$ cat src/rtl/vote_filter_if.sv
// Bundles the sample inputs and filtered-vote outputs of vote_filter.
interface vote_filter_if #(
    parameter int unsigned N  = 4,
    parameter int unsigned CW = $clog2(N + 1)
);
    logic          en;
    logic [N-1:0]  in;
    logic [CW-1:0] thr;
    logic          vote_out;
    logic [CW-1:0] count;
    logic          rise;
    logic          fall;

    // Source side: drives samples and threshold, observes the filtered vote.
    modport master (
        output en,
        output in,
        output thr,
        input  vote_out,
        input  count,
        input  rise,
        input  fall
    );

    // Filter side.
    modport slave (
        input  en,
        input  in,
        input  thr,
        output vote_out,
        output count,
        output rise,
        output fall
    );
endinterface

$ cat src/rtl/vote_filter.sv
// Threshold voter over N channels followed by a HOLD-sample persistence filter.
// vote_out only changes after HOLD consecutive enabled samples agree on the new value.
module vote_filter #(
    parameter int unsigned N    = 4,
    parameter int unsigned CW   = $clog2(N + 1),
    parameter int unsigned HOLD = 2,
    parameter int unsigned RW   = $clog2(HOLD + 1)
) (
    input  logic         clk,
    input  logic         rst_n,
    vote_filter_if.slave bus
);

    typedef enum logic [1:0] {
        StLo     = 2'd0,
        StPendHi = 2'd1,
        StHi     = 2'd2,
        StPendLo = 2'd3
    } state_e;

    // Value of run on the sample just before the one that completes a pending change.
    localparam logic [RW-1:0] RunLast = RW'(HOLD - 1);
    localparam logic [RW-1:0] RunOne  = RW'(1);

    state_e        state_q, state_d;
    logic [RW-1:0] run_q, run_d;
    logic [CW-1:0] count_q;
    logic [CW-1:0] pop;
    logic          raw;
    logic          rise_q, rise_d;
    logic          fall_q, fall_d;

    // Population count of the live channel inputs.
    always_comb begin
        pop = '0;
        for (int i = 0; i < N; i++) begin
            pop = pop + CW'(bus.in[i]);
        end
    end

    // Unsigned compare: thr=0 always votes, thr>N never votes.
    assign raw = (pop >= bus.thr);

    // Persistence FSM next-state, run counter and event pulses.
    always_comb begin
        state_d = state_q;
        run_d   = run_q;
        rise_d  = 1'b0;
        fall_d  = 1'b0;
        if (bus.en) begin
            unique case (state_q)
                StLo: begin
                    if (raw) begin
                        if (HOLD == 1) begin
                            state_d = StHi;
                            rise_d  = 1'b1;
                        end else begin
                            state_d = StPendHi;
                            run_d   = RunOne;
                        end
                    end
                end
                StPendHi: begin
                    if (raw) begin
                        if (run_q == RunLast) begin
                            state_d = StHi;
                            run_d   = '0;
                            rise_d  = 1'b1;
                        end else begin
                            run_d = run_q + RunOne;
                        end
                    end else begin
                        state_d = StLo;
                        run_d   = '0;
                    end
                end
                StHi: begin
                    if (!raw) begin
                        if (HOLD == 1) begin
                            state_d = StLo;
                            fall_d  = 1'b1;
                        end else begin
                            state_d = StPendLo;
                            run_d   = RunOne;
                        end
                    end
                end
                StPendLo: begin
                    if (!raw) begin
                        if (run_q == RunLast) begin
                            state_d = StLo;
                            run_d   = '0;
                            fall_d  = 1'b1;
                        end else begin
                            run_d = run_q + RunOne;
                        end
                    end else begin
                        state_d = StHi;
                        run_d   = '0;
                    end
                end
                default: begin
                    state_d = StLo;
                    run_d   = '0;
                end
            endcase
        end
    end

    // State, run and pulse registers; pulses self-clear on the following edge.
    always_ff @(posedge clk or negedge rst_n) begin
        if (!rst_n) begin
            state_q <= StLo;
            run_q   <= '0;
            rise_q  <= 1'b0;
            fall_q  <= 1'b0;
        end else begin
            state_q <= state_d;
            run_q   <= run_d;
            rise_q  <= rise_d;
            fall_q  <= fall_d;
        end
    end

    // Count register tracks the popcount of the most recent enabled sample.
    always_ff @(posedge clk or negedge rst_n) begin
        if (!rst_n) begin
            count_q <= '0;
        end else if (bus.en) begin
            count_q <= pop;
        end
    end

    assign bus.vote_out = (state_q == StHi) || (state_q == StPendLo);
    assign bus.count    = count_q;
    assign bus.rise     = rise_q;
    assign bus.fall     = fall_q;

    a_pulse_exclusive: assert property (@(posedge clk) disable iff (!rst_n)
        !(rise_q && fall_q));

    a_run_bounded: assert property (@(posedge clk) disable iff (!rst_n)
        run_q <= RunLast);

    a_run_idle_zero: assert property (@(posedge clk) disable iff (!rst_n)
        ((state_q == StLo) || (state_q == StHi)) |-> (run_q == '0));

endmodule

$ cat src/flat_wrapper.sv
// flat-port wrapper written by rule: the top's interface ports become plain ports
module vote_filter_flat 
#(
    parameter int unsigned N    = 4,
    parameter int unsigned CW   = $clog2(N + 1),
    parameter int unsigned HOLD = 2,
    parameter int unsigned RW   = $clog2(HOLD + 1)
)
  (clk, rst_n, bus_en, bus_in, bus_thr, bus_vote_out, bus_count, bus_rise, bus_fall);
  vote_filter_if #(.N(N), .CW(CW)) bus_i ();
  input  logic clk;
  input  logic rst_n;
  input wire logic [$bits(bus_i.en)-1:0] bus_en;
  input wire logic [$bits(bus_i.in)-1:0] bus_in;
  input wire logic [$bits(bus_i.thr)-1:0] bus_thr;
  output wire logic [$bits(bus_i.vote_out)-1:0] bus_vote_out;
  output wire logic [$bits(bus_i.count)-1:0] bus_count;
  output wire logic [$bits(bus_i.rise)-1:0] bus_rise;
  output wire logic [$bits(bus_i.fall)-1:0] bus_fall;
  assign bus_i.en = bus_en;
  assign bus_i.in = bus_in;
  assign bus_i.thr = bus_thr;
  assign bus_vote_out = bus_i.vote_out;
  assign bus_count = bus_i.count;
  assign bus_rise = bus_i.rise;
  assign bus_fall = bus_i.fall;
  vote_filter #(.N(N), .CW(CW), .HOLD(HOLD), .RW(RW)) u_core (.clk(clk), .rst_n(rst_n), .bus(bus_i));
endmodule
$ cat config.mk
export PLATFORM = sky130hd
export DESIGN_NAME = vote_filter_flat
export DESIGN_NICKNAME = d
export VERILOG_FILES = /design/src/rtl/vote_filter_if.sv /design/src/rtl/vote_filter.sv /design/src/flat_wrapper.sv
export SDC_FILE = /design/constraint.sdc
export NUM_CORES = 1
export LEC_CHECK = 0
export ABC_AREA = 1
export BUFFER_PORTS_ARGS = -buffer_cell sky130_fd_sc_hd__buf_2
export CORE_MARGIN = 1
export CORE_UTILIZATION = 38
export DETAILED_ROUTE_END_ITERATION = 10
export PLACE_DENSITY = 0.63
export REMOVE_ABC_BUFFERS = 1
export SETUP_SLACK_MARGIN = 0.3
export SLEW_MARGIN = 20
export SYNTH_ARGS = -nofsm -noshare
export SYNTH_HDL_FRONTEND = slang
export SYNTH_SLANG_ARGS = --single-unit
$ cat constraint.sdc
create_clock -name clk -period 1.5 [get_ports clk]
set_input_delay 0.225 -clock clk [delete_from_list [all_inputs] [get_ports clk]]
set_output_delay 0.225 -clock clk [all_outputs]
set_load 0.02 [all_outputs]
==> results of run 1 <==
## layout make-up
class	instances	area, um2	share of cell area [%]
clock buffers	4	26.3	2.97
inverters	14	53.8	6.09
multi-input cells	50	397	44.9
flip-flops and latches	9	225	25.5
well taps	15	18.8	2.12
repair buffers	24	163	18.4
## per-stage QoR
stage | hold slack (ps) | util [%]
final | 250 | 66.2
after global routing | 250 | 66.2
after CTS | 236 | 60.8
after detailed placement | 84.7 | 51.0
after global placement | 83.8 | 51.0
after floorplan | -70.6 | -
## logic make-up after synthesis
family,after synthesis
flops,9
simple gates,39
compound gates,5
fa+ha+maj,6
buf+inv,15
## worst max-delay path, stage by stage
cell and delay [ps]:
buf_8 100, ha_4 230, fa_2 350, ha_4 290, ha_4 200, nand2_2 50
clkinv_2 60, nand2_4 80, nand2_4 70, nand2_1 80, nand2_1 60, o21ai_1 140
nand2_1 60
## worst paths after layout
check | start | end | slack [ps] | cells after the start
setup / recovery | bus_in[1] | u_core.run_q[1] | -350 | 13
hold / removal | bus_en | u_core.bus.count[1] | 250 | 3
setup reg to reg | register | u_core.run_q[1] | 400 | 6
hold reg to reg | u_core.bus.count[1] | u_core.bus.count[1] | 470 | 2
max in group asynchronous | rst_n | u_core.state_q[0] | 980 | 2
min in group asynchronous | rst_n | u_core.bus.count[1] | 350 | 2
## layer usage
metal | track usage, % | routed length (um) | share of wire, %
met4 | 15.0 | 44 | 3.7
met3 | 5.00 | 38 | 3.2
met2 | 29.0 | 559 | 47
met1 | 19.5 | 553 | 46
met5 | 0 | 0 | 0
## power by group through the flow
stage                     clock [mW]  sequential (mW)  combinational [mW]
after detailed placement           0            0.362               0.397
after CTS                      0.190            0.357               0.472
final                          0.185            0.362               0.568
after floorplan                    0            0.388               0.242
after global routing           0.204            0.373               0.640
after global placement             0            0.360               0.390
## placed cells by master (no fill, tap or decap)
cell / count
clkbuf_4: 3
nand3_1: 1
inv_2: 2
buf_8: 1
ha_4: 5
a21oi_1: 1
nand3_2: 1
nand4_1: 1
nand2_2: 3
buf_6: 2
o21ai_0: 1
dlygate4sd3_1: 1
buf_4: 6
o21ai_1: 2
nor2_4: 1
clkbuf_1: 1
nor2_1: 7
clkinv_2: 1
dfrtp_1: 9
nand2_4: 5
fa_2: 1
inv_1: 11
nand3b_1: 1
buf_2: 14
a21oi_4: 1
nand2_1: 19
## what timing repair did
| action | in CTS | in global routing |
|---|---|---|
| endpoints found under the hold margin | 9 | 0 |
| pin swaps | 9 | 11 |
| buffers inserted | 3 | 1 |
| endpoints found under the setup margin | 9 | 9 |
| gates resized for setup | 12 | 14 |
| hold buffers | 1 | 0 |
==> run_results.csv, run 1 <==
group,metric,value,unit
sta,setup_viol,6,
yosys,yosys-mux-area-fraction,0,%
global_route,grt_max_degree,10,
layout,instances_no_fill,116,
global_route,gr-total-overflow,0,
yosys,yosysTopAreaCell,"dfrtp_1",
sta,max_clock_freq,0.541,GHz
sta,hold_violations,0,
worst_setup_path,cp.required,1650,ps
floorplan,fp.dieH,40.4,um
worst_hold_path,hp-class,"primary input to register",
pwr,total_power,1.11,mW
sta,rsz0062_at_grt,"true",
place,finalWeightedCongestion,0.710,
sta,finalCritPeriodShare,123,%
route,postRouteAntennaNets,0,
global_route,grt_pass1_wl,1.79,mm
clock_network,cts_buffer_depth,2,
layout,fillCellCount,116,
route,drt_iter0_drc,8,
global_route,track_usage,18.1,%
yosys,synthCells,74,
status,violations,"setup timing",
yosys,synth_area_leaders,"dfrtp_1, nand2_1, ha_1, inv_1, nand2_2",
pwr,pwr-share-seq,32.5,%
worst_setup_path,path_max_fanout,4,
worst_setup_path,cp.arrival,1990,ps
clock_network,clock-sinks,9,
layout,num_antenna_cells,0,
worst_setup_path,crit_path_end_kind,"register",
route,vias,522,
yosys,synth_fa_ha_area_share,14.7,%
place,pre_cts_ws,-812,ps
yosys,synth.most_common_cell,"nand2_1",
floorplan,row_count,13,
route,drtPass1Iterations,2,
yosys,synth_top_family_by_area,"simple AND/OR/NAND/NOR gates",
pwr,p_int,659,uW
status,status,"finished, violations left",
pwr,clock_power_share,16.6,%
pwr,p_leak,0.479,nW
sta,post-route-min-period,1850,ps
route,wl,1.19,mm
layout,layout-drive-gt1-share,45.5,%
route,post_drt_wl_per_cell,10.3,um
floorplan,core_area,0.00133,mm2
place,io_buffers,15,
yosys,postSynthAreaPerCell,7.57,um2
sta,clock-skew-final,0.116,ps
yosys,synth-simple-area-share,29.9,%
yosys,yosysUniqueCellTypes,16,
sta,slew_violations,0,
clock_network,clk_latency,260,ps
yosys,synth-compound-area-share,5.13,%
place,place_area,681,um2
yosys,yosysSeqAreaShare,40.2,%
layout,final_area,883,um2
global_route,grt_antenna_before_repair,0,
pwr,pwr-share-comb,50.9,%
clock_network,clk_pin_slew_worst_paths,60,ps
yosys,yosys_warnings,0,
yosys,ys_ff_latch,9,
clock_network,numCtsBuffers,3,
route,drc,0,
global_route,first_global_vias,424,
floorplan,fp.dieW,40.4,um
sta,tightest_slew,219,ps
pwr,power_switching,456,uW
yosys,syn_area,561,um2
place,hpwl,839,um
clock_network,cts_tree,"done",
worst_setup_path,startpoint_type,"primary input",
pwr,power_per_cell_area,1260,mW/mm2
worst_setup_path,critical_path_class,"primary input to register",
layout,area_delta_synth_final,57.6,%
place,dp_cells,107,
pwr,vdd_ir_drop_max,0.594,mV
yosys,synth-xor-area-share,0,%
yosys,yosys-top-cells-count,"nand2_1, inv_1, dfrtp_1, nor2_1",
floorplan,io_pins,16,
yosys,yosys.area.top_type_share,40.2,%
yosys,ys_async_sr_fraction,100,%
sta,setup_tns,-1620,ps
yosys,synth-main-ff-cell,"dfrtp_1",
pwr,p_sw_share,40.9,%
clock_network,clockRootBuffer,"clkbuf_4",
yosys,synth_edf_count,0,
floorplan,die_area,0.00163,mm2
route,viasPerCell,4.50,
job,drv_cap,0,
floorplan,start_util,42.0,%
clock_network,cts-htree-levels,1,
sta,worst_slack,-347,ps
sta,slew_headroom,85.4,%
layout,finish.net_count,118,
Note: power is estimated with default switching activity, not from simulation.
==> run 2: changes to the inputs <==
--- a/config.mk
+++ b/config.mk
@@ -7,10 +7,10 @@
 export LEC_CHECK = 0
 export ABC_AREA = 1
 export BUFFER_PORTS_ARGS = -buffer_cell sky130_fd_sc_hd__buf_2
-export CORE_MARGIN = 1
-export CORE_UTILIZATION = 38
+export CORE_AREA = 2 2 39 41
 export DETAILED_ROUTE_END_ITERATION = 10
-export PLACE_DENSITY = 0.63
+export DIE_AREA = 0 0 41 43
+export PLACE_DENSITY = 0.69
 export REMOVE_ABC_BUFFERS = 1
 export SETUP_SLACK_MARGIN = 0.3
 export SLEW_MARGIN = 20
==> run 2 against run 1 <==
Effect of this change:
- the flow still finishes with violations (setup timing)
- critical path depth rose by 2
- clock power rose by 4%
- combinational power fell by 12%
- sequential power barely moved
- fmax rose by 2.0%
- non-clock buffer count fell by 4
- register-to-register slack improved by 50 ps
- cell count fell by 2.6%
- cell area fell by 5.2%
- largest power group unchanged
- highest routed layer unchanged
==> run_results.csv, run 2 (same netlist as run 1, synthesis figures left out) <==
group,metric,value,unit
pwr,p_int,619,uW
clock_network,clockRootBuffer,"clkbuf_4",
route,postRouteAntennaNets,0,
worst_setup_path,rrSetupSlack,450,ps
job,drv_cap,0,
worst_hold_path,min_path_cells,3,
sta,worst_slack,-310,ps
route,drc,0,
floorplan,io_pins,16,
pwr,pwr-share-comb,47.5,%
pwr,vdd_ir_drop_max,0.531,mV
worst_setup_path,path_max_fanout,4,
pwr,total_power,1.06,mW
global_route,gr-total-overflow,0,
clock_network,clk_latency,270,ps
layout,final_area,837,um2
pwr,p_leak,0.449,nW
place,io_buffers,15,
worst_setup_path,worstReg2RegEnd,"u_core.run_q[1]",
floorplan,row_count,14,
layout,num_antenna_cells,0,
sta,setup_viol,6,
layout,layout-drive-gt1-share,45.4,%
clock_network,clk_pin_slew_worst_paths,60,ps
worst_setup_path,worst_path_largest_cell_delay,360,ps
route,viasPerCell,4.86,
sta,rsz0062_at_grt,"true",
status,violations,"setup timing",
layout,area_delta_synth_final,49.3,%
sta,max_clock_freq,0.552,GHz
global_route,first_global_vias,530,
sta,clock-skew-final,3.64,ps
global_route,grt_pass1_wl,2.09,mm
pwr,power_per_cell_area,1260,mW/mm2
worst_setup_path,crit_chain,"buf_6, ha_4, fa_2, ha_4, ha_4, nand2_2, clkinv_2, nand2_4, nand2_4, nand2_2, nand2_2, nand2_2, nand2_1, nand2_1, inv_1",
worst_setup_path,crit_path_end_kind,"register",
sta,finalCritPeriodShare,121,%
clock_network,numCtsBuffers,3,
floorplan,die_area,0.00176,mm2
sta,tightest_slew,213,ps
clock_network,cts_tree,"done",
clock_network,cts-htree-levels,1,
route,drtPass1Iterations,4,
worst_hold_path,holdPathEnd,"u_core.bus.count[1]",
pwr,clock_power_share,18.3,%
worst_setup_path,startpoint_type,"primary input",
route,vias,549,
worst_setup_path,cp.arrival,1980,ps
floorplan,start_util,40.5,%
worst_setup_path,crit_slowest_cell,"fa_2",
route,wl,1.19,mm
route,drt_iter0_drc,7,
layout,finish.net_count,114,
route,post_drt_wl_per_cell,10.5,um
sta,slew_headroom,85.8,%
clock_network,cts_buffer_depth,2,
worst_setup_path,cp.required,1670,ps
floorplan,fp.dieW,41,um
worst_setup_path,reg2reg_depth,7,
global_route,track_usage,18.1,%
pwr,pwr-share-seq,34.2,%
floorplan,fp.dieH,43,um
place,hpwl,920,um
sta,slew_violations,0,
place,finalWeightedCongestion,0.710,
status,status,"finished, violations left",
worst_setup_path,cp_common_cell,"nand2_2",
sta,hold_violations,0,
floorplan,core_area,0.00138,mm2
pwr,power_switching,438,uW
place,place_area,674,um2
global_route,grt_antenna_before_repair,0,
sta,post-route-min-period,1810,ps
worst_hold_path,hp-class,"primary input to register",
worst_setup_path,critical_path_class,"primary input to register",
pwr,p_sw_share,41.4,%
layout,final_common_cell,"nand2_1",
worst_hold_path,hold_start,"bus_en",
layout,mostFrequentLayoutCells,"nand2_1, buf_2, inv_1, dfrtp_1, nor2_1",
clock_network,clock-sinks,9,
global_route,grt_max_degree,10,
[run 2: cell types whose count changed in the layout (fill, tap and decap cells not counted)]
cell and change:
nand2_2 +3, nor2_4 -1, inv_2 +1, buf_8 -1, buf_4 -3, nor2_2 +1, o21ai_1 -1, buf_2 -1
inv_1 -1, nand2_4 -3, buf_6 +1, o21ai_2 +1
[run 2: how the worst max path moves through the flow]
stage | start | endpoint | slack (ps) | depth (start not counted)
finish | bus_in[1] | u_core.state_q[0] | -310 | 15
global route | bus_in[1] | u_core.state_q[0] | -360 | 15
CTS | bus_in[1] | u_core.state_q[0] | -350 | 15
detailed placement | bus_in[0] | u_core.state_q[0] | -880 | 15
global placement | bus_in[0] | u_core.state_q[0] | -800 | 15
floorplan | bus_in[0] | u_core.state_q[0] | -590 | 14
[run 2: worst max-delay path: cells and delay by family]
| kind | cells | cell delay [ps] |
|---|---|---|
| buffers and inverters | 3 | 190 |
| adder cells (fa/ha/maj) | 4 | 1070 |
| AND/OR/NAND/NOR | 8 | 470 |
[run 2: stage by stage]
step	TNS (ps)	setup WS, ps	hold WS (ps)	util [%]	std cells
finish	-1330	-310	218	60.5	113
global route	-1640	-364	239	60.5	113
CTS	-1680	-350	224	57.9	112
detailed placement	-5040	-876	91.3	48.7	107
global placement	-4440	-801	84.7	48.7	107
floorplan	-2910	-595	-70.6	-	73
[run 2: per-layer routing]
layer | share of wire, % | GRT usage (%) | routed length [um]
met2 | 56 | 28.4 | 665
met1 | 36 | 20.0 | 430
met3 | 6.3 | 7.85 | 75
met5 | 0 | 0 | 0
met4 | 1.7 | 8.00 | 20
[run 2: power groups by stage]
| stage | Clock, mW | Sequential, mW | Combinational, mW |
|---|---|---|---|
| 3_5_place_dp | 0 | 0.361 | 0.407 |
| 5_1_grt | 0.220 | 0.376 | 0.561 |
| 4_1_cts | 0.196 | 0.358 | 0.464 |
| 3_3_place_gp | 0 | 0.362 | 0.387 |
| 2_1_floorplan | 0 | 0.388 | 0.242 |
| 6_report | 0.193 | 0.362 | 0.502 |
[run 2: layout make-up]
cell class,instances,area (um2)
clock buffers,4,26.3
fillers,121,547
repair buffers,20,131
well taps,16,20.0
inverters,14,53.8
multi-input cells,50,380
flip-flops and latches,9,225
[run 2: what timing repair did]
item / CTS / global route
hold endpoints to repair: 9 / 0
gates resized for setup: 15 / 8
endpoints found under the setup margin: 8 / 7
hold buffers: 1 / 0
pin swaps: 7 / 5
buffers inserted: 0 / 1
==> run 3: changes to the inputs <==
--- a/config.mk
+++ b/config.mk
@@ -10,7 +10,7 @@
 export CORE_AREA = 2 2 39 41
 export DETAILED_ROUTE_END_ITERATION = 10
 export DIE_AREA = 0 0 41 43
-export PLACE_DENSITY = 0.69
+export PLACE_DENSITY = 0.67
 export REMOVE_ABC_BUFFERS = 1
 export SETUP_SLACK_MARGIN = 0.3
 export SLEW_MARGIN = 20
==> run 3 against run 2 <==
Effect of this change:
- the run still ends with setup timing left
- sequential cell count unchanged
- clock skew increased by 0.60 ps
- die area unchanged
- clock power about the same
- largest power group unchanged
- critical path type unchanged
- sequential share of layout area decreased by 1.9 points
- worst hold slack improved by 22 ps
- combinational power increased by 21%
==> run_results.csv, run 3 (same netlist as run 1, synthesis figures left out) <==
group,metric,value,unit
status,status,"finished, violations left",
status,violations,"setup timing",
sta,tightest_slew,218,ps
worst_hold_path,hp-class,"primary input to register",
worst_setup_path,crit_path_end_kind,"register",
sta,rsz0062_at_grt,"true",
sta,post-route-min-period,1820,ps
global_route,grt_antenna_before_repair,0,
clock_network,numCtsBuffers,3,
clock_network,cts-htree-levels,1,
sta,setup_viol,7,
worst_setup_path,path_max_fanout,4,
layout,layout-drive-gt1-share,50.5,%
global_route,grt_pass1_wl,2.15,mm
sta,max_clock_freq,0.550,GHz
worst_setup_path,critical_path_class,"primary input to register",
floorplan,start_util,40.5,%
clock_network,cts_buffer_depth,2,
sta,worst_slack,-319,ps
sta,timing.hold.ws,241,ps
pwr,p_leak,0.482,nW
worst_setup_path,worstReg2RegEnd,"u_core.run_q[1]",
place,io_buffers,15,
sta,clock-skew-final,4.24,ps
place,finalWeightedCongestion,0.691,
floorplan,fp.dieW,41,um
floorplan,core_area,0.00138,mm2
floorplan,row_count,14,
worst_setup_path,startpoint_type,"primary input",
sta,slew_violations,0,
route,postRouteAntennaNets,0,
worst_setup_path,crit_start,"bus_in[0]",
pwr,power_per_cell_area,1290,mW/mm2
place,hpwl,880,um
route,drc,0,
layout,finish.net_count,118,
global_route,gr-total-overflow,0,
global_route,grt_max_degree,10,
layout,mostFrequentLayoutCells,"nand2_1, buf_2, inv_1, dfrtp_1, nor2_1",
worst_setup_path,cp.arrival,1990,ps
layout,area_delta_synth_final,60.9,%
floorplan,die_area,0.00176,mm2
route,post_drt_wl_per_cell,11.3,um
floorplan,fp.dieH,43,um
worst_setup_path,crit_end,"u_core.state_q[0]",
job,drv_cap,0,
global_route,first_global_vias,536,
pwr,vdd_ir_drop_max,0.596,mV
clock_network,clk_latency,270,ps
clock_network,clockRootBuffer,"clkbuf_4",
clock_network,clock-sinks,9,
layout,final_common_cell,"nand2_1",
global_route,track_usage,18.9,%
route,wl,1.33,mm
worst_hold_path,min_path_cells,3,
route,drtPass1Iterations,3,
sta,hold_violations,0,
sta,slew_headroom,85.5,%
worst_setup_path,reg2reg_depth,7,
worst_setup_path,cp.required,1670,ps
route,viasPerCell,4.64,
sta,finalCritPeriodShare,121,%
clock_network,clk_pin_slew_worst_paths,70,ps
clock_network,cts_tree,"done",
layout,num_antenna_cells,0,
layout,fillCellCount,112,
layout,final_util,65.2,%
route,vias,543,
worst_setup_path,rrSetupSlack,390,ps
route,drt_iter0_drc,5,
pwr,total_power,1.17,mW
floorplan,io_pins,16,
## run 3: critical path, stage by stage
cell and delay, ps:
buf_6 100, ha_4 230, fa_2 350, ha_4 290, ha_4 190, nand2_2 60, clkinv_2 60, nand2_4 80
nand2_4 70, nand2_4 80, nand2_4 60, nand2_2 50, nand2_1 40, nand2_1 50, inv_1 30
## run 3: worst min-delay path by stage
stage	from	endpoint
floorplan	rst_n	asynchronous set/reset pin
global placement	rst_n	asynchronous set/reset pin
detailed placement	rst_n	asynchronous set/reset pin
CTS	bus_en	u_core.bus.count[1]
global route	bus_en	u_core.bus.count[1]
finish	bus_en	u_core.bus.count[1]
## run 3: layout make-up
class / count / area (um2) / share of cell area (%)
flip-flops and latches: 9 / 225 / 25.0
clock buffers: 4 / 26.3 / 2.91
inverters: 14 / 53.8 / 5.96
repair buffers: 24 / 169 / 18.7
multi-input cells: 50 / 408 / 45.2
well taps: 16 / 20.0 / 2.22
## run 3: timing repair
| item | in CTS | in global routing |
|---|---|---|
| hold buffers | 1 | 0 |
| resized for setup | 15 | 17 |
| endpoints found under the hold margin | 9 | 0 |
| setup endpoints to repair | 8 | 7 |
| pin swaps | 8 | 7 |
| setup buffers | 2 | 2 |
## run 3: power breakdown
| group | switching (mW) | internal [mW] |
|---|---|---|
| Sequential | 0.0620 | 0.301 |
| Combinational | 0.336 | 0.273 |
| Clock | 0.0928 | 0.103 |
| Total | 0.490 | 0.676 |
## run 3: layer usage
| metal | part of all wire (%) | GRT usage (%) |
|---|---|---|
| met1 | 37 | 19.1 |
| met2 | 56 | 31.6 |
| met3 | 4.0 | 5.24 |
| met4 | 2.2 | 12.0 |
| met5 | 0 | 0 |
## run 3: through the flow
step	TNS, ps	setup WS [ps]	instance area, um2	cells
after floorplan	-2910	-595	557	73
after global placement	-4520	-791	682	108
after detailed placement	-4870	-848	682	108
after CTS	-1580	-336	820	115
after global routing	-1960	-393	902	117
final	-1570	-319	902	117
